--- src/rtl/sr595_pkg.sv ---
// Shared definitions for the 74x595 chain driver: FSM state encoding and frame timing.
package sr595_pkg;

    typedef enum logic [1:0] {
        IDLE,
        SETUP,
        CLOCK,
        LATCH
    } sr595_state_e;

    // Cycles ready stays low after a transfer: WIDTH SETUP/CLOCK pairs plus one LATCH phase.
    function automatic int unsigned frame_busy_cycles(input int unsigned width,
                                                      input int unsigned div);
        return (2 * width + 1) * div;
    endfunction

endpackage

--- src/rtl/sr595_phase_tick.sv ---
// Phase timer for the 74x595 driver: counts DIV cycles per serial phase and
// strobes last_o on the final cycle of each phase.
module sr595_phase_tick #(
    parameter int unsigned DIV = 2
) (
    input  logic clk,
    input  logic rst_n,
    input  logic restart_i,
    output logic last_o
);

    localparam int unsigned  CW       = $clog2(DIV + 1);
    localparam logic [CW-1:0] LAST_CNT = CW'(DIV - 1);

    logic [CW-1:0] cnt_q;
    logic [CW-1:0] cnt_d;

    // Every non-IDLE state change happens on a last cycle, so wrapping there
    // restarts the count for the next state; IDLE holds it at zero.
    always_comb begin
        if (restart_i || (cnt_q == LAST_CNT)) begin
            cnt_d = '0;
        end else begin
            cnt_d = cnt_q + 1'b1;
        end
    end

    // NOTE: sequential state uses non-blocking assignments only; the next value
    // is computed in always_comb so this block is a plain register.
    always_ff @(posedge clk or negedge rst_n) begin
        if (!rst_n) begin
            cnt_q <= '0;
        end else begin
            cnt_q <= cnt_d;
        end
    end

    assign last_o = (cnt_q == LAST_CNT);

endmodule

--- src/rtl/sr595_driver.sv ---
// Serialises a WIDTH-bit word MSB first into a chain of 74x595 shift registers,
// then pulses RCLK to latch it; all pin outputs come straight from flops.
module sr595_driver
    import sr595_pkg::*;
#(
    parameter int unsigned WIDTH = 8,
    parameter int unsigned DIV   = 2
) (
    input  logic             clk,
    input  logic             rst_n,
    input  logic [WIDTH-1:0] data,
    input  logic             valid,
    output logic             ready,
    output logic             ser,
    output logic             srclk,
    output logic             rclk,
    output logic             oe_n
);

    localparam int unsigned    BCW       = $clog2(WIDTH + 1);
    localparam logic [BCW-1:0] BITS_FULL = BCW'(WIDTH);
    localparam logic [BCW-1:0] BITS_LAST = BCW'(1);

    sr595_state_e     state_q;
    logic [WIDTH-1:0] sreg_q;
    logic [WIDTH-1:0] sreg_shl;
    logic [BCW-1:0]   bits_q;
    logic             ser_q;
    logic             srclk_q;
    logic             rclk_q;
    logic             oe_n_q;
    logic             phase_last;

    sr595_phase_tick #(
        .DIV(DIV)
    ) u_phase_tick (
        .clk      (clk),
        .rst_n    (rst_n),
        .restart_i(state_q == IDLE),
        .last_o   (phase_last)
    );

    assign sreg_shl = sreg_q << 1;

    // NOTE: the asynchronous reset clears every pin flop, so a reset mid-frame
    // drops SRCLK/RCLK/SER at once and blanks the outputs without a latch pulse.
    always_ff @(posedge clk or negedge rst_n) begin
        if (!rst_n) begin
            state_q <= IDLE;
            sreg_q  <= '0;
            bits_q  <= '0;
            ser_q   <= 1'b0;
            srclk_q <= 1'b0;
            rclk_q  <= 1'b0;
            oe_n_q  <= 1'b1;
        end else begin
            unique case (state_q)
                IDLE: begin
                    if (valid) begin
                        sreg_q  <= data;
                        bits_q  <= BITS_FULL;
                        ser_q   <= data[WIDTH-1];
                        state_q <= SETUP;
                    end
                end
                SETUP: begin
                    if (phase_last) begin
                        srclk_q <= 1'b1;
                        state_q <= CLOCK;
                    end
                end
                CLOCK: begin
                    if (phase_last) begin
                        sreg_q  <= sreg_shl;
                        bits_q  <= bits_q - 1'b1;
                        srclk_q <= 1'b0;
                        if (bits_q == BITS_LAST) begin
                            rclk_q  <= 1'b1;
                            state_q <= LATCH;
                        end else begin
                            // Next bit is presented together with the SRCLK fall.
                            ser_q   <= sreg_shl[WIDTH-1];
                            state_q <= SETUP;
                        end
                    end
                end
                LATCH: begin
                    if (phase_last) begin
                        rclk_q  <= 1'b0;
                        oe_n_q  <= 1'b0;
                        state_q <= IDLE;
                    end
                end
                default: state_q <= IDLE;
            endcase
        end
    end

    assign ready = (state_q == IDLE);
    assign ser   = ser_q;
    assign srclk = srclk_q;
    assign rclk  = rclk_q;
    assign oe_n  = oe_n_q;

endmodule

--- config.mk ---
export PLATFORM = sky130hd
export DESIGN_NAME = sr595_driver
export DESIGN_NICKNAME = d
export VERILOG_FILES = /design/src/rtl/sr595_pkg.sv /design/src/rtl/sr595_phase_tick.sv /design/src/rtl/sr595_driver.sv
export SDC_FILE = /design/constraint.sdc
export NUM_CORES = 1
export LEC_CHECK = 0
export ABC_AREA = 1
export CORE_ASPECT_RATIO = 1.5
export CORE_UTILIZATION = 40
export CTS_CLUSTER_SIZE = 28
export DETAILED_ROUTE_END_ITERATION = 10
export HOLD_SLACK_MARGIN = 0.06
export SYNTH_ARGS = -nofsm -noshare
export SYNTH_HDL_FRONTEND = slang
export SYNTH_SLANG_ARGS = --single-unit
--- constraint.sdc ---
create_clock -name clk -period 2.2 [get_ports clk]
set_clock_uncertainty 0.15 [all_clocks]
set_input_delay 0.55 -clock clk [delete_from_list [all_inputs] [get_ports clk]]
set_output_delay 0.55 -clock clk [all_outputs]
set_load 0.005 [all_outputs]
==> results of run 1 <==
-- cell usage after synthesis, types with 2 or more instances --
cell type and instances:
nand2_1 47, dfrtp_1 18, inv_1 14, o21ai_0 8, nand3_1 7, nor2_1 5
ha_1 3, o21ai_2 3, buf_6 2, nand2_4 2, nand4_1 2, nor3_1 2
-- worst max-delay path by stage --
stage / startpoint / end / depth (start not counted)
floorplan: u_phase_tick.cnt_q[0] / sreg_q[2] / 7
global placement: state_q[1] / ready / 2
detailed placement: state_q[1] / ready / 2
CTS: state_q[1] / ready / 2
global route: state_q[0] / ready / 2
finish: state_q[0] / ready / 2
-- what timing repair did --
action / in CTS / in global routing
setup buffers: 0 / 2
hold buffers: 0 / 0
endpoints found under the setup margin: 1 / 1
cloned: 0 / 0
resized for setup: 1 / 0
-- cell families (layout without fill, tap and decap cells) --
logic type               Yosys count  after routing  synth area share, %
AO/OA/AOI/OAI                     12             12                 7.20
XOR/XNOR                           1              1                0.869
adder cells (fa/ha/maj)            3              3                 3.72
buffers and inverters             18             38                 8.56
flip-flops                        19             19                 47.3
AND/OR/NAND/NOR                   70             70                 32.4
-- flip-flops by register name, summed over array words and instances (netlist names) --
register / flops
oe_n: 1
ser: 1
state_q: 2
sreg_q: 7
bits_q: 4
u_phase_tick.cnt_q: 2
srclk: 1
rclk: 1
-- metrics by stage --
step	total power, W	setup WS, ns	std cells
2_1_floorplan	0.00112	0.842	123
3_3_place_gp	0.00129	0.319	160
3_5_place_dp	0.00131	0.319	160
4_1_cts	0.00150	0.0227	164
5_1_grt	0.00166	0.0437	166
6_report	0.00150	0.102	166
-- cell type report --
cell class,count,share of cell area [%]
inverters,15,4.63
clock buffers,4,2.16
well taps,23,2.37
repair buffers,19,14.8
multi-input cells,86,36.7
flip-flops and latches,19,39.3
-- metal layers --
layer | up-vias | routed length [um] | global-route usage [%]
met5 | - | 0 | 0
met4 | 0 | 41 | 7.95
met3 | 4 | 51 | 1.72
met2 | 16 | 992 | 30.1
met1 | 389 | 834 | 20.3
li1 | 424 | - | -
-- power by group --
group | switching [W] | internal [W]
logic | 0.000421 | 0.000298
clock network | 0.000114 | 0.0000708
registers | 0.000104 | 0.000497
total | 0.000639 | 0.000865
==> results.tsv, run 1 <==
metric	value	unit
outcome	complete, no violations	
Rows	21	
Worst R2R End	bits_q[2]	
top_reg_cell synth	dfrtp_1	
unrepaired setup endpoints after global routing	no	
DRC	0	
Data arrival, critical path	1.40	ns
CTS tree	built	
pin count of the biggest net entering global routing	20	
first-pass GRT wire length	3550	um
Final Hold Fails	0	
die width	43.0	um
Post-synth EDFFs	0	
commonest non-fill, non-tap cell in the layout	nand2_1	
Yosys top cell area share	44.7	%
initial antenna violation count	0	
Slew HR	75.8	%
Overall Global Routing Usage	17.1	%
total CTS buffers	3	
fillers	223	
Register Area	478	um2
clk_lat worst skew	0.30	ns
final estimated routing congestion in global placement	0.699	
Post-synth ARST share	100	%
Worst Setup Path Type	register to output port	
hold endpoint	u_phase_tick.cnt_q[0]	
vias in the first global route	821	
fin crit share	95.4	%
crit path cell chain	nor2_4 > clkdlybuf4s50_1	
port bufs	15	
FMAX	0.477	GHz
Initial Utilization	43.6	%
DR vias/cell	5.02	
CTS Sinks	19	
max_cap viols	0	
area taken by multi-input logic gates	445	um2
worst-path fanout max	5	
Area growth, synth to finish	20.5	%
DRT Pass-1 Iters	4	
final setup fails	0	
reg2reg start	u_phase_tick.cnt_q[1]	
buffers plus inverters on the worst setup path	1	
P_leak	0.616	nW
final core occ	52.5	%
R2R setup slack	0.53	ns
Gate Count Post-Synth	123	
Vias	833	
CP max-delay cell	clkdlybuf4s50_1	
DR iter-0 viols	18	
Tmin final	2.10	ns
Antenna Cells	0	
routed wire length	1920	um
layout cells sized above 1	14.0	%
pwr dens	1240	nW/um2
Top Ports	16	
post-DP HPWL	1430	um
Worst EP required	1.50	ns
Worst setup EP type	output port	
clk buf depth	2	
Worst Hold Launch	u_phase_tick.cnt_q[0]	
Worst-Margin Slew	0.362	ns
leading area contributor after synthesis	dfrtp_1	
setup TNS	0	ns
GRT overflow	0	
most frequent cells in the layout	nand2_1 (47), dfrtp_1 (17), clkdlybuf4s50_1 (15)	
Min-Delay Path Class	register to register	
die area	2730	um2
drt wl/cell	11.6	um
H-tree Lvls	1	
Worst path max stage delay	0.50	ns
Yosys cell types	22	
Final Max Tran Viols	0	
syn_area_per_cell	8.20	um2
Final ANT Viol Nets	0	
clk root buf	clkbuf_4	
CP top delay family	buffers and inverters	
worst hold margin	0.315	ns
CTS clk-pin slew, worst paths	0.11	ns
synth top area cells	dfrtp_1 (45%), nand2_1 (17%), inv_1 (5.2%)	
Seq/Total Area, Yosys	47.3	%
flops & latches, synth	19	
hold depth	1	
design area	1210	um2
die height	63.5	um
net count after synthesis	137	
Worst Setup Start Kind	register	
Nets	158	
Post-Place Cell Area	1170	um2
reg2reg path depth	7	
core area	2310	um2
VDD IR max	513	uV
Synth Warn #	0	
Netlist Area Pre-Place	1010	um2
No activity file was read; power rests on OpenSTA's default activity.
==> inputs of run 2 (changes only) <==
==> constraint.sdc (replaced) <==
create_clock -name clk -period 2.2 [get_ports clk]
set_clock_uncertainty 0.15 [all_clocks]
set_input_delay 0.33 -clock clk [delete_from_list [all_inputs] [get_ports clk]]
set_output_delay 0.33 -clock clk [all_outputs]
set_load 0.005 [all_outputs]
==> results.tsv, run 2 (synthesized netlist as in run 1, its figures left out) <==
metric	value	unit	change
P_leak	0.605	nW	was 0.616 nW
port bufs	15		unchanged
die height	63.5	um	unchanged
commonest non-fill, non-tap cell in the layout	nand2_1		unchanged
final setup fails	0		unchanged
layout cells sized above 1	12.1	%	was 14.0%
routed wire length	1870	um	was 1920 um
H-tree Lvls	1		unchanged
DR vias/cell	4.99		was 5.02
most frequent cells in the layout	nand2_1 (47), dfrtp_1 (18), clkdlybuf4s50_1 (15)		was nand2_1 (47), dfrtp_1 (17), clkdlybuf4s50_1 (15)
Worst Setup Start Kind	register		unchanged
Slew HR	61.8	%	was 75.8%
DRC	0		unchanged
design area	1190	um2	was 1210 um2
outcome	complete, no violations		unchanged
Top Ports	16		unchanged
Initial Utilization	43.6	%	unchanged
Worst Setup Path Type	register to output port		unchanged
final estimated routing congestion in global placement	0.743		was 0.699
Biggest register	sreg_q		unchanged
worst hold margin	0.225	ns	was 0.315 ns
VDD IR max	479	uV	was 513 uV
Overall Global Routing Usage	16.5	%	was 17.1%
FMAX	0.481	GHz	was 0.477 GHz
clk_lat worst skew	0.30	ns	about the same
core area	2310	um2	unchanged
max_cap viols	0		unchanged
setup TNS	0	ns	unchanged
Worst EP required	1.72	ns	was 1.50 ns
buffers plus inverters on the worst setup path	1		unchanged
max reg flops	7		unchanged
worst-path fanout max	9		was 5
DR iter-0 viols	23		was 18
CP max-delay cell	dfrtp_1		was clkdlybuf4s50_1
initial antenna violation count	0		unchanged
die width	43.0	um	unchanged
Worst setup EP type	output port		unchanged
Min-Delay Path Class	primary input to async pin		was register to register
pin count of the biggest net entering global routing	15		was 20
post-cts repair resize count	0		was 1
GRT overflow	0		unchanged
unrepaired setup endpoints after global routing	no		unchanged
Final Hold Fails	0		unchanged
clk buf depth	2		unchanged
CTS tree	built		unchanged
crit path cell chain	nor2_4 > clkdlybuf4s50_1		unchanged
die area	2730	um2	unchanged
post-DP HPWL	1430	um	about the same
CTS clk-pin slew, worst paths	0.12	ns	was 0.11 ns
first-pass GRT wire length	3440	um	was 3550 um
CTS Sinks	19		unchanged
vias in the first global route	799		was 821
placed cell count	159		was 160
Largest regs	sreg_q: 7 flops, bits_q: 4 flops		unchanged
Final ANT Viol Nets	0		unchanged
drt wl/cell	11.5	um	was 11.6 um
clk root buf	clkbuf_4		unchanged
Antenna Cells	0		unchanged
Layout Cells excl Fill	163		was 166
Final Max Tran Viols	0		unchanged
CP top delay family	flip-flops		was buffers and inverters
Vias	813		was 833
pwr dens	1220	nW/um2	was 1240 nW/um2
postcts setup bufs	0		unchanged
DRT Pass-1 Iters	4		unchanged
# hold bufs at CTS	0		unchanged
Nets	155		was 158
Worst-Margin Slew	0.571	ns	was 0.362 ns
Tmin final	2.08	ns	was 2.10 ns
Post-Place Cell Area	1160	um2	was 1170 um2
fin crit share	94.6	%	was 95.4%
Worst path max stage delay	0.53	ns	was 0.50 ns
total CTS buffers	3		unchanged
Data arrival, critical path	1.60	ns	was 1.40 ns
Rows	21		unchanged
Area growth, synth to finish	18.2	%	was 20.5%
## run 2: changes by cell type in the layout (fill, tap and decap cells not counted), sizes merged
cell,previous run,this run
clkbuf,4,3
buf,4,1
clkinv,0,1
## run 2: cell type report
cell class	count	area, um2
repair buffers	16	158
clock buffers	3	22.5
inverters	15	56.3
multi-input cells	86	445
flip-flops and latches	19	477
clock inverters	1	5.00
fillers	258	1120
well taps	23	28.8
## run 2: report_power, final
part	leakage, nW	internal (W)	total (W)	switching (W)
sequential	0.234	0.000495	0.000612	0.000118
clock	0.0177	0.0000679	0.000188	0.000120
combinational	0.353	0.000264	0.000659	0.000395
total	0.605	0.000826	0.00146	0.000634
## run 2: worst paths after layout
check	start	endpoint	slack, ns	cells past startpoint
max reg2reg	u_phase_tick.cnt_q[1]	sreg_q[6]	0.50	7
min in group clk	u_phase_tick.cnt_q[0]	u_phase_tick.cnt_q[0]	0.30	1
min	rst_n	u_phase_tick.cnt_q[1]	0.22	1
max in group asynchronous	rst_n	sreg_q[3]	1.14	2
min reg2reg	u_phase_tick.cnt_q[0]	u_phase_tick.cnt_q[0]	0.30	1
max	state_q[1]	ready	0.12	2
## run 2: per-stage QoR
stage	power, W	util (%)	setup slack [ns]
6_report	0.00146	51.6	0.119
5_1_grt	0.00160	51.6	0.0513
4_1_cts	0.00148	51.6	0.101
3_5_place_dp	0.00129	50.4	0.455
3_3_place_gp	0.00127	50.4	0.477
2_1_floorplan	0.00112	-	0.842
## run 2: layer usage
layer  global-route usage, %  vias to the layer above  part of all wire [%]
li1                        -                      420                     -
met1                    19.5                      374                    44
met2                    29.4                       15                    52
met3                    1.72                        4                   2.2
met4                    6.82                        0                   1.6
met5                       0                        -                     0
==> variant, RTL diff (settings of run 2) <==
Change the parameter `WIDTH` from 8 to 32.
--- a/src/rtl/sr595_driver.sv
+++ b/src/rtl/sr595_driver.sv
@@ -5,3 +5,3 @@
 #(
-    parameter int unsigned WIDTH = 8,
+    parameter int unsigned WIDTH = 32,
     parameter int unsigned DIV   = 2
Interface: changed (resized data); port bits go from 16 to 40. No check against the original RTL was run, so the function may have changed too.
==> variant against run 2 <==
  * Sequential power up 130%
  * Final area up 130%
  * Power is 130% higher
  * Setup slack improved by 0.065 ns
  * Maximum frequency increased by 3.2%
  * Global-route usage grew 0.61 points
  * Synthesized area grew 120%
  * Via count grew 130%
  * Wire length rose by 140%
  * Sequential cell count increased by 26
  * Largest cell class unchanged
  * Clock power increased to 2.6 times the old value
==> variant: results (changes against run 2) <==
INFO  clock_tree     numCtsBuffers=5 [was 3]
INFO  global_routing antenna_found_initial=0 [unchanged]
INFO  setup_path     regToRegSetupSlack=0.45ns [was 0.50 ns]
INFO  placed_design  port_buffers=39 [was 15]
INFO  global_routing grt_start_max_net_pins=36 [was 15]
INFO  detailed_routing drt_pass1_iterations=5 [was 4]
INFO  final_layout   num-nets-final=363 [was 155]
INFO  setup_path     worstRegToRegCells=7 [unchanged]
INFO  logic_synthesis synth.area.top_cells=dfrtp_1, nand2_1, o21ai_0, inv_1, ha_1 [was dfrtp_1, nand2_1, inv_1, o21ai_0, ha_1]
INFO  clock_tree     cts.reportedPaths.clkPinSlew=0.08ns [was 0.12 ns]
INFO  final_layout   final_layout_size_suffix_gt1_share=6.44% [was 12.1%]
INFO  logic_synthesis synth.cells.most_frequent=nand2_1, o21ai_0, dfrtp_1 [was nand2_1, dfrtp_1, inv_1]
INFO  setup_path     r2r_end=sreg_q[21] [was sreg_q[6]]
INFO  sta            maxSlewHeadroom=66.7% [was 61.8%]
INFO  final_layout   largestRegisters=sreg_q (31), bits_q (6) [was sreg_q (7), bits_q (4)]
INFO  power          vdd_ir_drop_max=809uV [was 479 uV]
INFO  logic_synthesis synth_compound_area_share=16.0% [was 7.20%]
INFO  logic_synthesis synth_cell_type_count=24 [was 22]
INFO  clock_tree     clock_latency=0.30ns [about the same]
INFO  logic_synthesis synth_xor_area_share=0% [was 0.868%]
INFO  worst_hold_path worst_hold_path_type=flop to flop [was primary input to asynchronous set/reset pin]
INFO  detailed_routing vias=1860 [was 813]
INFO  setup_path     critical_path_peak_fanout=8 [was 9]
INFO  detailed_routing detail_route.iter0.violations=75 [was 23]
INFO  placed_design  gp_congestion=0.832 [was 0.743]
INFO  placed_design  dp_hpwl=3260um [was 1430 um]
INFO  global_routing grt_pass1_wl=7800um [was 3440 um]
INFO  global_routing global_router_s_overall_resource_usage=17.1% [was 16.5%]
INFO  final_layout   nFillCells=560 [was 258]
INFO  power          power.static_leakage=1.34nW [was 0.605 nW]
INFO  logic_synthesis synth.net_count=325 [was 137]
INFO  run_status     status=finished, final reports clean [unchanged]
INFO  logic_synthesis ys_seq_area_share=50.2% [was 47.3%]
INFO  clock_tree     cts.root.buffer_cell=clkbuf_8 [was clkbuf_4]
INFO  detailed_routing final_routed_wirelength_across_all_metal_layers=4570um [was 1870 um]
INFO  global_routing vias_in_the_first_global_route=1789 [was 799]
-- variant: routing by layer --
metal	share of wire (%)	track usage [%]	vias up
met5	0	0	-
met4	2.5	7.95	0
met3	3.1	3.28	9
met2	52	30.7	28
met1	42	19.3	854
li1	-	-	969
-- variant: kinds of logic after synthesis --
| kind of cell | count (synthesis) |
|---|---|
| compound gates | 71 |
| fa+ha+maj | 3 |
| buf+inv | 58 |
| flops | 45 |
| simple gates | 110 |
-- variant: timing repair --
item                                    in CTS  in global routing
hold buffers                                 1                  0
hold endpoints to repair                    19                  0
endpoints found under the setup margin       0                  0
-- variant: worst min-delay path by stage --
| stage | startpoint | end | cells after the start |
|---|---|---|---|
| floorplan | rst_n | bits_q[0] | 0 |
| global placement | rst_n | sreg_q[20] | 1 |
| detailed placement | rst_n | sreg_q[20] | 1 |
| CTS | u_phase_tick.cnt_q[0] | u_phase_tick.cnt_q[0] | 1 |
| global route | u_phase_tick.cnt_q[0] | u_phase_tick.cnt_q[0] | 1 |
| finish | u_phase_tick.cnt_q[0] | u_phase_tick.cnt_q[0] | 1 |
-- variant: stage by stage --
step / worst slack [ns] / hold slack, ns / instances / instance area (sq um) / total power [mW]
final: 0.184 / 0.292 / 396 / 2780 / 3.34
after global routing: 0.110 / 0.326 / 396 / 2780 / 3.71
after CTS: 0.166 / 0.300 / 396 / 2780 / 3.38
after detailed placement: 0.448 / 0.177 / 387 / 2690 / 2.88
after global placement: 0.486 / 0.177 / 387 / 2690 / 2.84
after floorplan: 0.735 / -0.116 / 287 / 2250 / 2.48
-- variant: layout make-up --
class                      count  share of cell area (%)
clock inverter                 2                   0.360
tap                           70                    3.15
multi-input combinational    184                    30.9
clock buffer                   6                    2.61
inverter                      44                    5.94
timing repair buffer          45                    16.5
sequential                    45                    40.6
-- variant: worst max-delay path: stages (launching register included) --
cell and delay [ns]:
dfrtp_1 0.50, nor2_4 0.22, clkdlybuf4s50_1 0.52
-- variant: report_power, final --
group	internal [mW]	leakage (nW)	total, mW	switching, mW
logic	0.572	0.731	1.47	0.894
registers	1.21	0.561	1.38	0.174
clock network	0.221	0.0450	0.496	0.276
